$ cat src/rtl/mem_access_unit.sv
// Memory-stage access unit: lane alignment, byte strobes, load extension,
// and a registered bus request FSM that stalls the pipeline until data_ok.
module mem_access_unit #(
   parameter int XLEN = 64,
   parameter int AW   = 64
) (
   input  logic              clk,
   input  logic              reset,
   input  logic              in_valid,
   input  logic              in_read,
   input  logic              in_write,
   input  logic [1:0]        in_size,
   input  logic              in_unsigned,
   input  logic [AW-1:0]     in_addr,
   input  logic [XLEN-1:0]   in_wdata,
   input  logic              flush,
   input  logic              advance,
   output logic              dreq_valid,
   output logic [AW-1:0]     dreq_addr,
   output logic [1:0]        dreq_size,
   output logic [XLEN/8-1:0] dreq_strobe,
   output logic [XLEN-1:0]   dreq_data,
   input  logic              dresp_data_ok,
   input  logic [XLEN-1:0]   dresp_data,
   output logic              out_valid,
   output logic [XLEN-1:0]   out_rdata,
   output logic              misalign,
   output logic              stall
);
   localparam int BYTES = XLEN / 8;
   localparam int OW    = $clog2(BYTES);

   localparam logic [1:0] IDLE = 2'd0;
   localparam logic [1:0] REQ  = 2'd1;
   localparam logic [1:0] DONE = 2'd2;

   logic [1:0]       state;
   logic             kill;
   logic [AW-1:0]    addr_q;
   logic [1:0]       size_q;
   logic [BYTES-1:0] strobe_q;
   logic [XLEN-1:0]  data_q;
   logic             uns_q;
   logic [OW-1:0]    off_q;
   logic [XLEN-1:0]  rdata_q;

   logic [OW-1:0]    off;
   logic             mem_op;
   logic             aligned;
   logic             go;
   logic             bad;
   logic [BYTES-1:0] lanes;
   logic [BYTES-1:0] strobe;
   logic [XLEN-1:0]  shifted;
   logic [XLEN-1:0]  wdata_al;

   assign off    = in_addr[OW-1:0];
   assign mem_op = in_valid & (in_read | in_write);
   assign go     = mem_op & aligned & ~flush;
   assign bad    = mem_op & ~aligned & ~flush;

   // Doubleword is treated as misaligned on a 32-bit datapath.
   always_comb begin
      aligned = 1'b0;
      unique case (in_size)
         2'd0: aligned = 1'b1;
         2'd1: aligned = ~in_addr[0];
         2'd2: aligned = (in_addr[1:0] == 2'b00);
         2'd3: aligned = (XLEN == 64) && (in_addr[2:0] == 3'b000);
      endcase
   end

   always_comb begin
      lanes = '0;
      for (int i = 0; i < BYTES; i++)
         lanes[i] = (i < (1 << in_size));
   end

   assign strobe  = in_write ? (lanes << off) : '0;
   assign shifted = in_wdata << {off, 3'b000};

   always_comb begin
      wdata_al = '0;
      for (int i = 0; i < BYTES; i++)
         wdata_al[8*i +: 8] = strobe[i] ? shifted[8*i +: 8] : 8'h00;
   end

   logic [XLEN-1:0]        sh;
   logic [XLEN-1:0]        tmp;
   logic [XLEN-1:0]        zx;
   logic signed [XLEN-1:0] sx;
   logic [XLEN-1:0]        ext;
   int                     shamt;

   // Left-justify the field, then shift back to sign- or zero-extend.
   always_comb begin
      sh    = dresp_data >> {off_q, 3'b000};
      shamt = 0;
      unique case (size_q)
         2'd0: shamt = XLEN - 8;
         2'd1: shamt = XLEN - 16;
         2'd2: shamt = XLEN - 32;
         2'd3: shamt = 0;
      endcase
      tmp = sh << shamt;
      zx  = tmp >> shamt;
      sx  = $signed(tmp) >>> shamt;
      ext = uns_q ? zx : sx;
   end

   always_ff @(posedge clk) begin
      if (reset) begin
         state    <= IDLE;
         kill     <= 1'b0;
         addr_q   <= '0;
         size_q   <= '0;
         strobe_q <= '0;
         data_q   <= '0;
         uns_q    <= 1'b0;
         off_q    <= '0;
         rdata_q  <= '0;
      end else begin
         unique case (state)
            IDLE: begin
               if (go) begin
                  addr_q   <= in_addr;
                  size_q   <= in_size;
                  strobe_q <= strobe;
                  data_q   <= wdata_al;
                  uns_q    <= in_unsigned;
                  off_q    <= off;
                  state    <= REQ;
               end
            end
            REQ: begin
               if (dresp_data_ok) begin
                  kill <= 1'b0;
                  if (kill | flush) begin
                     state <= IDLE;
                  end else begin
                     rdata_q <= (|strobe_q) ? '0 : ext;
                     state   <= DONE;
                  end
               end else if (flush) begin
                  kill <= 1'b1;
               end
            end
            DONE: begin
               if (advance | flush)
                  state <= IDLE;
            end
            default: state <= IDLE;
         endcase
      end
   end

   assign dreq_valid  = (state == REQ);
   assign dreq_addr   = addr_q;
   assign dreq_size   = size_q;
   assign dreq_strobe = strobe_q;
   assign dreq_data   = data_q;

   always_comb begin
      stall     = 1'b0;
      out_valid = 1'b0;
      misalign  = 1'b0;
      out_rdata = '0;
      unique case (state)
         IDLE: begin
            stall     = go;
            out_valid = bad;
            misalign  = bad;
         end
         REQ: stall = 1'b1;
         DONE: begin
            out_valid = ~flush;
            out_rdata = rdata_q;
         end
         default: ;
      endcase
   end
endmodule

$ cat config.mk
export PLATFORM = sky130hd
export DESIGN_NAME = mem_access_unit
export DESIGN_NICKNAME = d
export VERILOG_FILES = /design/src/rtl/mem_access_unit.sv
export SDC_FILE = /design/constraint.sdc
export NUM_CORES = 1
export LEC_CHECK = 0
export CORE_AREA = 2 2 173 175
export CTS_CLUSTER_DIAMETER = 100
export DETAILED_ROUTE_END_ITERATION = 12
export DIE_AREA = 0 0 175 177
export DONT_BUFFER_PORTS = 1
export GPL_TIMING_DRIVEN = 0
export PLACE_DENSITY = 0.56
export SYNTH_ARGS = -nofsm -noshare
export SYNTH_HDL_FRONTEND = slang
export SYNTH_SLANG_ARGS = --single-unit
$ cat constraint.sdc
create_clock -name clk -period 7.3 [get_ports clk]
set_input_delay 1.825 -clock clk [delete_from_list [all_inputs] [get_ports clk]]
set_output_delay 1.825 -clock clk [all_outputs]
set_load 0.02 [all_outputs]
Word-level counts from Yosys, hierarchy flattened:

Index checks and enable logic that the tools add are counted.

* magnitude comparators: 8
* eq/ne operators: 11
* shift-type cells: 7
* muxes and demuxes: 24
* bitwise operators: 12
* reduce and logical (&&, ||, !) cells: 11

Operators by type and width (count)
* $mux 64: 3
* $lt 4x32->1 const A: 4
* $pmux 32 s4: 1
* $mux 8: 9
* $lt 3x32->1 const A: 2
* $shl 64x32->64: 1
* $shl 64x6->64: 1
* $shr 64x32->64: 1
* $shr 64x6->64: 1
* $sshr 64x32->64: 1
* $lt 1x32->1 const A: 1
* $lt 2x32->1 const A: 1
* $shl 1x2->32 const A: 1
* $eq 2x2->1 const B: 5
* $logic_not 2->1: 4
* $mux 2: 4
* $reduce_or 8->1: 1
* $shl 8x3->8: 1
* $eq 2x1->1 const B: 3
* $pmux 2 s3: 1
* $reduce_and 3->1: 2
* $and 1x1->1: 5
* $ne 2x2->1 const B: 2
* $not 1->1: 4
* 8 further kinds: 14

* flip-flop bits (word level): 209
* bits of input ports: 203
* output and inout port bits: 206

Depth between registers and ports, before layout:

* word-level depth: 6
* gate-level depth with buffers: 9
* depth with buffers taken out: 5

Least setup slack after synthesis:

No wires, ideal clock.

* kind: input port to output port
* from: input port in_size[0]
* to: output port out_valid
* data arrival time: 3.338 ns
* slack: 2.137 ns
* stages on the path: 6
* buffers on the path: 2
* cell sequence: clkbuf_1 > inv_1 > o21a_1 > buf_2 > nor3_1 > o21bai_1

* cells in the longest elaborated chain, start to end: 6
* elaborated cells between the ends (all ways): 9
* those cells by class: eq/ne (3); mux (2); bitwise (3); reduce/logical (1)

RTL lines
* start, declared: line 12 `input logic [1:0] in_size,`
* $eq 2x2->1 (tied with other cells): line 65 `unique case (in_size)`
* $pmux 1 s4 *: line 65
* $not 1->1 *: line 60 `assign bad = mem_op & ~aligned & ~flush;`
* $and 1x1->1 * (2 in a row): line 60
* $pmux 1 s2 *: line 168 `unique case (state)`
* end, declared: line 25 `output logic out_valid,`

Every way passes the cells marked *; elsewhere a longest branch is shown, timed or not.

Worst setup path in the final report:

Ends and elaborated chain as after synthesis.

==> key figures <==
Flow run
  – Max_cap viols: 0

Worst setup path
  – CP max FO: 9
  – Sum of buffers and inverters on the critical path: 3
  – Crit path capture type: output port
  – Critical path class: input port to output port
  – CP startpoint kind: input port
  – Critical path arrival: approximately 3.8 ns
  – Required time worst endpoint: approximately 5.5 ns
  – Critical path's slowest cell: nor3_1
  – Cell Chain, Critical Path: clkbuf_1, inv_1, o21a_1, buf_2, nor3_1, o21bai_1
  – Critical path's top delay family: simple AND/OR/NAND/NOR gates
  – Worst path max stage delay: roughly 0.73 ns

Placed design
  – Placed cell area: roughly 12,000 um^2
  – Port bufs: 0
  – Gpl congestion: between 0.9 and 1
  – Hpwl dp: 36,720 um

Run status
  – Outcome: finished, final reports clean

GRT
  – Initial antenna violation count: 1
  – GRT Total Usage: 28.67%
  – Largest net degree at the start of global routing: 13
  – Grt total ovfl: 0
  – Vias in the first global route: 10,310
  – First-pass GRT wire length: ~68,000 um

STA
  – Max-slew violation count: 0
  – Final Hold Fails: 0
  – Slew margin rel.: 32.78%
  – Tmin final: 5.598 ns
  – RSZ-0062 raised after global routing: false
  – Max Freq: 178.6 MHz
  – Worst-Margin Slew: approximately 1.0 ns
  – Final cycle utilization of the critical path: around three quarters
  – Sum Neg Setup Slack: 0 ns
  – Setup violations, final: 0
  – Clock Skews: around 0.014 ns

Synth
  – Xor-xnor portion of the synthesized cell area: 0%
  – Post-Synth Simple-Gate Area: 18.27%
  – Complex-gate fraction of the synthesized area: a little over a fifth
  – Yosys reg bits: ~200
  – Post-synthesis mux area share: 19.78%
  – Number of synthesized flops with an enable pin: 0
  – Syn Inst Count: 1,306
  – Synthesized area: 11,470 um^2
  – Largest family of logic cells by synthesized area: compound AO/OA/AOI/OAI gates
  – Mapped Avg Cell Area: between 8 and 9 um^2
  – Sequential area share after synthesis: between 30% and 40%
  – Total nets after synthesis: around 1,500
  – Synth Warn #: 0
  – Top_reg_cell synth: dfxtp_1
  – Post-synth ARST share: 0%
  – Yosys cell types: just over 60
  – Adder-Cell Fraction of Synth Area: 0%

Power and ir drop
  – IR drop worst, VDD: roughly 0.16 mV
  – Power Density: 207.3 nW/um^2
  – LEAKAGE: about 0.0045 uW

Cells and area
  – Final Instance Area: 12,690 um^2
  – Layout cell share with drive strength beyond 1: between 10% and 20%
  – Fillers: roughly 3,000
  – Register area: just over 4000 um^2
  – Fin nets: around 1,500
  – Area delta synth->final: 10.62%
  – Multi-input logic area: 6802 um^2

Clock tree
  – CTS resizes: 0
  – Number of H-tree levels: 1
  – CTS clk-pin slew, worst paths: about 0.06 ns
  – Clock latency on the worst-skew pair: approximately 0.53 ns
  – Setup Fix Bufs, Post-CTS: 0
  – Root buf cell: clkbuf_16
  – Cts bufs inserted: 24
  – CTS tree: done
  – TritonCTS Sinks: between 200 and 250
  – Hold_buf cts: 0
  – CTS Buffer Depth: 3

Route
  – Vias per inst: 6.059
  – Detailed Route WL: between 40,000 and 50,000 um
  – Drt drc: 0
  – Wirelength per Cell: 26.66 um
  – Vias: around 11,000
  – DR pass1 iterations: 6
  – Iter 0 DRT Violations: 907
  – Post-route ant nets: 0

Min path
  – Hold WC Path Type: register to register

Floorplan
  – Starting Density: 39.22%
  – Rows: 63
  – Die Y-Extent: around 180 um
  – Core ar.: 29,240 um^2
  – Chip Width: about 180 um
  – Io pins: slightly above 400
  – Die area: a little over 30,000 um^2
==> placed cells by master, fill, tap and decap left out, drive strengths merged, types with 27 or more instances in the layout <==
cell / instances
mux4: 39
nand2: 200
mux2: 36
a21oi: 114
and2: 67
a2bb2oi: 27
mux2i: 98
clkbuf: 110
buf: 49
a22oi: 39
dfxtp: 206
o21ai: 28
nor2: 105
==> cell usage after synthesis (3+ instances only) <==
cell type,instances,area [um^2]
a22oi_1,39,292.8
mux2i_1,98,980.9
mux2_2,33,371.6
inv_1,6,22.52
a22o_1,16,140.1
o21ai_0,27,135.1
dfxtp_1,206,4124
buf_1,17,63.81
or3_1,5,31.28
o21bai_1,4,30.03
and2_1,66,412.9
buf_4,4,30.03
nand4_1,3,18.77
a21boi_0,8,60.06
or2_2,4,25.02
a21oi_1,114,570.6
o211ai_1,4,30.03
a221oi_1,18,157.7
o2bb2ai_1,26,227.7
a221o_1,13,130.1
o32ai_1,8,70.07
clkbuf_1,73,274.0
nor2_1,104,390.4
nor3_1,9,45.04
a2bb2oi_1,27,236.5
mux4_2,39,878.3
a32oi_1,5,43.79
buf_2,27,135.1
nand2_1,200,750.7
nor2b_1,16,100.1
nand2b_1,21,131.4
a211oi_1,11,82.58
o22ai_1,15,93.84
o21a_1,3,22.52
nand3b_1,3,22.52
==> logic make-up (layout without fill, tap and decap cells) <==
| group | count (synthesis) | in the layout |
|---|---|---|
| muxes | 173 | 173 |
| AOI/OAI and AO/OA | 349 | 349 |
| buffers and inverters | 130 | 173 |
| and+or+nand+nor | 448 | 448 |
| DFF | 206 | 206 |
| other | 0 | 1 |
==> registers in the layout (all words and copies together) (netlist names) <==
register and flops:
dreq_addr 64, dreq_data 64, dreq_size 2, dreq_strobe 8
kill 1, rdata_q 64, state 2, uns_q 1
==> report_power, final <==
group | switching, uW | leakage (uW) | total [uW] | internal (uW)
clock network | 487 | 0.000344 | 1130 | 641
logic | 198 | 0.00247 | 332 | 133
registers | 30.0 | 0.00166 | 1170 | 1140
total | 716 | 0.00448 | 2630 | 1910
==> through the flow <==
| stage | setup slack [ns] | hold slack (ns) | cells | power, uW | utilization (%) |
|---|---|---|---|---|---|
| after floorplan | 2.137 | 0.4167 | 1306 | 1430 | - |
| after global placement | 1.755 | 0.4523 | 1696 | 1522 | 40.89 |
| after detailed placement | 1.754 | 0.4584 | 1696 | 1522 | 40.89 |
| after CTS | 1.751 | 0.4735 | 1739 | 2648 | 43.38 |
| after global routing | 1.637 | 0.4817 | 1739 | 2722 | 43.38 |
| final | 1.702 | 0.4707 | 1740 | 2631 | 43.39 |
==> metal layers <==
layer,vias up,routed length [um],GRT usage [%]
met4,2,2009,11.04
met3,95,4708,8.999
li1,4812,-,-
met1,5053,17660,33.50
met5,-,12,0
met2,580,22010,49.14
==> path summary, 6_finish.rpt <==
kind,startpoint,end,slack [ns],cells after the start
max reg2reg,dreq_addr[1],rdata_q[4],4.25,8
min reg2reg,rdata_q[46],rdata_q[46],0.47,2
max,in_size[0],out_valid,1.70,6
min,rdata_q[46],rdata_q[46],0.47,2
==> area by class of cell <==
cell class,count,share of cell area (%)
diodes,1,0.01972
plain buffers,122,4.053
clock buffers,37,5.355
clock inverters,6,0.3846
inverters,8,0.2367
multi-input cells,970,53.60
flip-flops and latches,206,32.50
well taps,390,3.846
==> tightest hold or removal path: cells and delay by family, from the launching register on <==
kind / cells / cell delay, ns
DFF: 1 / 0.33
AOI/OAI and AO/OA: 2 / 0.11
No activity file was read; power rests on OpenSTA's default activity.
